===== src/rtl/fetch_stage_pkg.sv =====
// Shared constants, state encodings and IF/ID record for the fetch stage.
package fetch_stage_pkg;

  localparam int PC_W = 32;
  localparam logic [31:0] NOP_INST_DEFAULT = 32'h0000_0000;

  typedef logic [1:0] fetch_state_t;

  localparam fetch_state_t S_FILL = 2'd0;
  localparam fetch_state_t S_RUN  = 2'd1;
  localparam fetch_state_t S_HOLD = 2'd2;

  typedef struct packed {
    logic [PC_W-1:0] pc;
    logic [31:0]     inst;
    logic            valid;
  } ifid_t;

endpackage


===== src/rtl/fetch_stage_if.sv =====
// Fetch-stage bus: pipeline control in, imem address/data, IF/ID outputs.
// Perf counter signals exist only when FETCH_PERF_CNT_EN is defined.
interface fetch_stage_if #(parameter int IMEM_AW = 8);

  logic               stall;
  logic               br_taken;
  logic [31:0]        br_target;
  logic [IMEM_AW-1:0] inst_addr;
  logic [31:0]        inst_in;
  logic [31:0]        pc_out;
  logic [31:0]        inst_out;
  logic               valid_out;
`ifdef FETCH_PERF_CNT_EN
  logic [31:0]        fetch_cnt;
  logic [31:0]        bubble_cnt;
`endif

  modport master (
    input  stall, br_taken, br_target, inst_in,
`ifdef FETCH_PERF_CNT_EN
    output fetch_cnt, bubble_cnt,
`endif
    output inst_addr, pc_out, inst_out, valid_out
  );

  modport slave (
    output stall, br_taken, br_target, inst_in,
`ifdef FETCH_PERF_CNT_EN
    input  fetch_cnt, bubble_cnt,
`endif
    input  inst_addr, pc_out, inst_out, valid_out
  );

endinterface


===== src/rtl/fetch_stage_ifid_reg.sv =====
// IF/ID pipeline register; bubble has priority over load, neither means hold.
import fetch_stage_pkg::*;

module ifid_reg #(
  parameter logic [31:0] NOP_INST = NOP_INST_DEFAULT
) (
  input  logic            clk,
  input  logic            rst_n,
  input  logic            load,
  input  logic            bubble,
  input  logic [PC_W-1:0] pc_d,
  input  logic [31:0]     inst_d,
  output ifid_t           q
);

  always_ff @(posedge clk or negedge rst_n) begin
    if (!rst_n) begin
      q <= '{pc: '0, inst: NOP_INST, valid: 1'b0};
    end else if (bubble) begin
      q <= '{pc: '0, inst: NOP_INST, valid: 1'b0};
    end else if (load) begin
      q <= '{pc: pc_d, inst: inst_d, valid: 1'b1};
    end
  end

endmodule


===== src/rtl/fetch_stage.sv =====
// Instruction fetch stage: PC/FSM control against a 1-cycle synchronous imem.
// Optional FETCH_PERF_CNT_EN adds saturating fetch/bubble counters.
import fetch_stage_pkg::*;

module fetch_stage #(
  parameter logic [31:0] RESET_PC = 32'h0000_0000,
  parameter int          IMEM_AW  = 8,
  parameter logic [31:0] NOP_INST = NOP_INST_DEFAULT
) (
  input  logic           clk,
  input  logic           rst_n,
  fetch_stage_if.master  bus
);

  fetch_state_t    state, state_d;
  logic [PC_W-1:0] pc_f, pc_f_d;
  logic [PC_W-1:0] pc_q, pc_q_d;
  logic            load_valid;
  logic            load_bubble;
  ifid_t           ifid_q;

  // While stalled, re-issue pc_q so inst_in keeps presenting mem[pc_q].
  assign bus.inst_addr = (bus.stall && !bus.br_taken) ? pc_q[IMEM_AW-1:0]
                                                      : pc_f[IMEM_AW-1:0];

  always_comb begin
    state_d     = state;
    pc_f_d      = pc_f;
    pc_q_d      = pc_q;
    load_valid  = 1'b0;
    load_bubble = 1'b0;
    if (bus.br_taken) begin
      pc_f_d      = bus.br_target;
      load_bubble = 1'b1;
      state_d     = S_FILL;
    end else if (bus.stall) begin
      // A stall in S_FILL just waits; nothing useful is in flight yet.
      if (state != S_FILL) state_d = S_HOLD;
    end else begin
      pc_q_d  = pc_f;
      pc_f_d  = pc_f + 32'd1;
      state_d = S_RUN;
      case (state)
        S_FILL:  load_bubble = 1'b1;
        default: load_valid  = 1'b1;
      endcase
    end
  end

  always_ff @(posedge clk or negedge rst_n) begin
    if (!rst_n) begin
      state <= S_FILL;
      pc_f  <= RESET_PC;
      pc_q  <= RESET_PC;
    end else begin
      state <= state_d;
      pc_f  <= pc_f_d;
      pc_q  <= pc_q_d;
    end
  end

  ifid_reg #(.NOP_INST(NOP_INST)) u_ifid (
    .clk    (clk),
    .rst_n  (rst_n),
    .load   (load_valid),
    .bubble (load_bubble),
    .pc_d   (pc_q),
    .inst_d (bus.inst_in),
    .q      (ifid_q)
  );

  assign bus.pc_out    = ifid_q.pc;
  assign bus.inst_out  = ifid_q.inst;
  assign bus.valid_out = ifid_q.valid;

`ifdef FETCH_PERF_CNT_EN
  logic [31:0] fetch_cnt_q;
  logic [31:0] bubble_cnt_q;

  always_ff @(posedge clk or negedge rst_n) begin
    if (!rst_n) begin
      fetch_cnt_q  <= '0;
      bubble_cnt_q <= '0;
    end else begin
      if (load_valid && (fetch_cnt_q != 32'hFFFF_FFFF))
        fetch_cnt_q <= fetch_cnt_q + 32'd1;
      if (load_bubble && (bubble_cnt_q != 32'hFFFF_FFFF))
        bubble_cnt_q <= bubble_cnt_q + 32'd1;
    end
  end

  assign bus.fetch_cnt  = fetch_cnt_q;
  assign bus.bubble_cnt = bubble_cnt_q;
`endif

endmodule


===== src/flat_wrapper.sv =====
// flat-port wrapper written by rule: the top's interface ports become plain ports
module fetch_stage_flat 
#(
  parameter logic [31:0] RESET_PC = 32'h0000_0000,
  parameter int          IMEM_AW  = 8,
  parameter logic [31:0] NOP_INST = NOP_INST_DEFAULT
)
  (clk, rst_n, bus_stall, bus_br_taken, bus_br_target, bus_inst_in, bus_inst_addr, bus_pc_out, bus_inst_out, bus_valid_out);
  fetch_stage_if #(.IMEM_AW(IMEM_AW)) bus_i ();
  input  logic clk;
  input  logic rst_n;
  input wire logic [$bits(bus_i.stall)-1:0] bus_stall;
  input wire logic [$bits(bus_i.br_taken)-1:0] bus_br_taken;
  input wire logic [$bits(bus_i.br_target)-1:0] bus_br_target;
  input wire logic [$bits(bus_i.inst_in)-1:0] bus_inst_in;
  output wire logic [$bits(bus_i.inst_addr)-1:0] bus_inst_addr;
  output wire logic [$bits(bus_i.pc_out)-1:0] bus_pc_out;
  output wire logic [$bits(bus_i.inst_out)-1:0] bus_inst_out;
  output wire logic [$bits(bus_i.valid_out)-1:0] bus_valid_out;
  assign bus_i.stall = bus_stall;
  assign bus_i.br_taken = bus_br_taken;
  assign bus_i.br_target = bus_br_target;
  assign bus_i.inst_in = bus_inst_in;
  assign bus_inst_addr = bus_i.inst_addr;
  assign bus_pc_out = bus_i.pc_out;
  assign bus_inst_out = bus_i.inst_out;
  assign bus_valid_out = bus_i.valid_out;
  fetch_stage #(.RESET_PC(RESET_PC), .IMEM_AW(IMEM_AW), .NOP_INST(NOP_INST)) u_core (.clk(clk), .rst_n(rst_n), .bus(bus_i));
endmodule

===== config.mk =====
export PLATFORM = sky130hd
export DESIGN_NAME = fetch_stage_flat
export DESIGN_NICKNAME = d
export VERILOG_FILES = /design/src/rtl/fetch_stage_pkg.sv /design/src/rtl/fetch_stage_if.sv /design/src/rtl/fetch_stage_ifid_reg.sv /design/src/rtl/fetch_stage.sv /design/src/flat_wrapper.sv
export SDC_FILE = /design/constraint.sdc
export NUM_CORES = 1
export LEC_CHECK = 0
export BUFFER_PORTS_ARGS = -buffer_cell sky130_fd_sc_hd__buf_4
export CORE_AREA = 2 2 103 105
export DETAILED_ROUTE_END_ITERATION = 10
export DIE_AREA = 0 0 105 107
export PLACE_DENSITY_LB_ADDON = 0.1
export RECOVER_POWER = 100
export SYNTH_ARGS = -nofsm -noshare
export SYNTH_HDL_FRONTEND = slang
export SYNTH_SLANG_ARGS = --single-unit

===== constraint.sdc =====
create_clock -name clk -period 2.65 [get_ports clk]
set_input_delay 0.1325 -clock clk [delete_from_list [all_inputs] [get_ports clk]]
set_output_delay 0.1325 -clock clk [all_outputs]
set_load 0.02 [all_outputs]

==> run metrics <==
switch share=22.9%; Clock Pin Slew Worst Setup and Hold Paths=0.06 ns; clock sink count=131; endpoints failing hold=0; Core Region=just over 10000 um2; Synth area leader=dfrtp_1; largest net degree at the start of global routing=66; max incr delay on CP=roughly 0.85 ns; drc violations=0; Worst Setup Start Kind=input port; later-pin clock latency in the skew report=~0.52 ns; sequential group share of total power=40.9%; WP data required=approximately 3.1 ns; fraction of final layout cells sized beyond drive strength 1=22.1%; Worst Max-Slew Pin Slew=1.42 ns; Worst Setup End Kind=flop; setup tns final=0 ns; worst path cell trace=clkbuf_2, nor2_1, clkbuf_1, mux2_2; GRT Total Usage=between 20% and 30%; number of global-route vias before repair=4457; CTS Buf Count=17; final slew viol count=0; mux contribution to synthesized area=8.59%; Compound-Gate Fraction of Synth Area=15.4%; die outline area=11200 um2; largest family of logic cells by synthesized area=compound AO/OA/AOI/OAI gates; CTS tree=yes; Die X=105 um; Most used DFF post-synth=dfrtp_1; Clock power frac=47.8%; CTS root buf=clkbuf_8; Crit Path Max Fanout=45; power per cell area=740 nW/um2; Yosys top cell area share=approximately three fifths; M1 GR Usage=34.7%; Top Usage Layer GRT=met2; RSZ-0062 raised after global routing=no; IO buf count=140; post-CTS sizing=0; slew margin rel.=~5.6%; Post-DRT Antenna Nets=0; Post-Syn Nets=about 510; Peak VDD IR=395 uV; Worst Hold Class=input port to flop; top cells by count, synth=dfrtp_1, a22o_1, mux2_2, nand2_1, clkbuf_1; Detailed Route Iter0 Violations=255; Leakage=3.43 nW; M2 GR Usage=between 40% and 50%; met3 Track Usage GR=4.98%; CP bufs+invs=2; Setup CP Type=input port to flop; initial core utilization=roughly 54%; Final period util=81.4%; Post-synth EDFFs=0; Critical Path AT=2.56 ns; Area Growth Syn to Fin=40.1%; status=finished clean; final antenna diode count=0; WL final=13.9 mm; most common cell in the netlist=dfrtp_1; final net count=708; switching pwr=0.00130 W; Mapped Cells=440; global route total overflow=0; antenna violations before repair=0; CP top delay family=buffers and inverters; flops & latches, synth=between 100 and 150; P_int=0.00439 W; fmax=464 MHz; Slowest cell on crit path=nor2_1; Mapped Area=roughly 5500 um2; Synth async-reset ratio=100%; Final min period=2.16 ns; DRT Pass-1 Iters=4; Synth Area in XOR/XNOR=2.07%; top cells by area, synth=dfrtp_1, a22o_1, mux2_2; GPL Wtd Cong=about 0.82; sequential share of the synthesized area=59.7%; io pins=~140; Ys Warns=0; setup violators final=0; Cell variety after synth=38; syn_area_per_cell=12.5 um2; Worst Skew=0.00684 ns; Vias/cell=5.64; via count=approximately 4400; DPL Wire Length=8.47 mm; Adder-Cell Fraction of Synth Area=0.228%; first-pass GRT wire length=22.8 mm; Die Height=107 um; post-CTS setup repair buffer count=0; Logic pwr share=between 10% and 20%; hold_ws=0.0149 ns; drt wl/cell=17.7 um; H-tree Lvls=4; Clock Path Buffers=2; num rows=37; post-synthesis simple-gate area fraction=10.8%; Max Cap Viol=0
## per-layer routing
metal  part of all wire (%)  vias up
met4                    1.7        0
met2                     49      144
met3                    4.5       21
met1                     45     2215
met5                      0        -
li1                       -     2061
## logic make-up (layout without fill, tap and decap cells)
| family | Yosys count | in the layout |
|---|---|---|
| compound gates | 108 | 108 |
| xor+xnor | 13 | 13 |
| fa+ha+maj | 1 | 1 |
| buf+inv | 39 | 251 |
| flops | 131 | 131 |
| mux | 42 | 42 |
| simple gates | 106 | 106 |
## cell type report
cell class | count | area [um2]
Sequential cell | 131 | 3280
Fill cell | 717 | 2400
Multi-Input combinational cell | 270 | 2050
Timing Repair Buffer | 215 | 1490
Clock buffer | 23 | 467
Clock inverter | 9 | 223
Tap cell | 136 | 170
Inverter | 4 | 15.0
## registers in the layout (all words and copies together), names as in the netlist
name and cells:
u_core.pc_q 32, u_core.u_ifid.q 65, u_core.state 2, u_core.pc_f 32
## worst paths after layout
check | startpoint | endpoint | slack (ns) | cells after the start
setup / recovery | bus_br_taken | u_core.pc_q[12] | 0.49 | 4
hold / removal | bus_stall | u_core.pc_f[0] | 0.01 | 3
setup reg to reg | u_core.pc_f[4] | u_core.pc_f[23] | 0.53 | 5
hold reg to reg | u_core.pc_q[28] | u_core.u_ifid.q[61] | 0.49 | 1
max in group asynchronous | rst_n | u_core.u_ifid.q[46] | 0.78 | 3
min in group asynchronous | rst_n | u_core.u_ifid.q[14] | 0.16 | 2
## power groups by stage
stage                     combinational, W  clock (W)  sequential (W)
after detailed placement          0.000606          0         0.00235
after CTS                         0.000694    0.00275         0.00232
final                             0.000640    0.00272         0.00233
after global placement            0.000598          0         0.00234
after floorplan                   0.000305          0         0.00235
after global routing              0.000701    0.00285         0.00235
## worst register-to-register path: cells and delay by family, from the launching register on
kind | cells | cell delay, ns
AOI/OAI and AO/OA | 1 | 0.17
buffers and inverters | 1 | 0.33
DFF | 1 | 0.46
and+or+nand+nor | 3 | 1.07
## repair_timing
item | in CTS | in global routing
setup endpoints to repair | 0 | 0
hold buffers | 66 | 0
endpoints found under the hold margin | 103 | 0
## per-stage QoR
step	instances	worst slack [ns]	util (%)	power [W]	cell area (um2)
after floorplan	440	0.917	-	0.00266	5490
after global placement	690	0.740	65.9	0.00294	6650
after detailed placement	690	0.668	65.9	0.00296	6650
after CTS	788	0.642	79.2	0.00577	8000
after global routing	788	0.336	76.2	0.00590	7690
final	788	0.493	76.2	0.00569	7690
## placed cells by master, fill, tap and decap left out, types with 2 or more instances in the layout
cell type      count
dfrtp_1          131
clkbuf_1          81
buf_4             68
dlygate4sd3_1     66
a22o_1            64
mux2_2            40
nand2_1           28
or4_1             16
clkbuf_16         16
o21ai_0           15
nor2_1            13
nand3_1           13
a31oi_1           11
nand4_1            9
o31ai_1            8
xor2_1             8
bufinv_16          7
and3_1             6
o211ai_1           5
xnor2_1            5
or3_1              4
clkbuf_8           4
and4_1             3
inv_1              3
nor2b_1            3
and4b_1            2
o31a_1             2
nor4_1             2
o41ai_1            2
clkbuf_2           2
(Power assumes the default switching activity.)
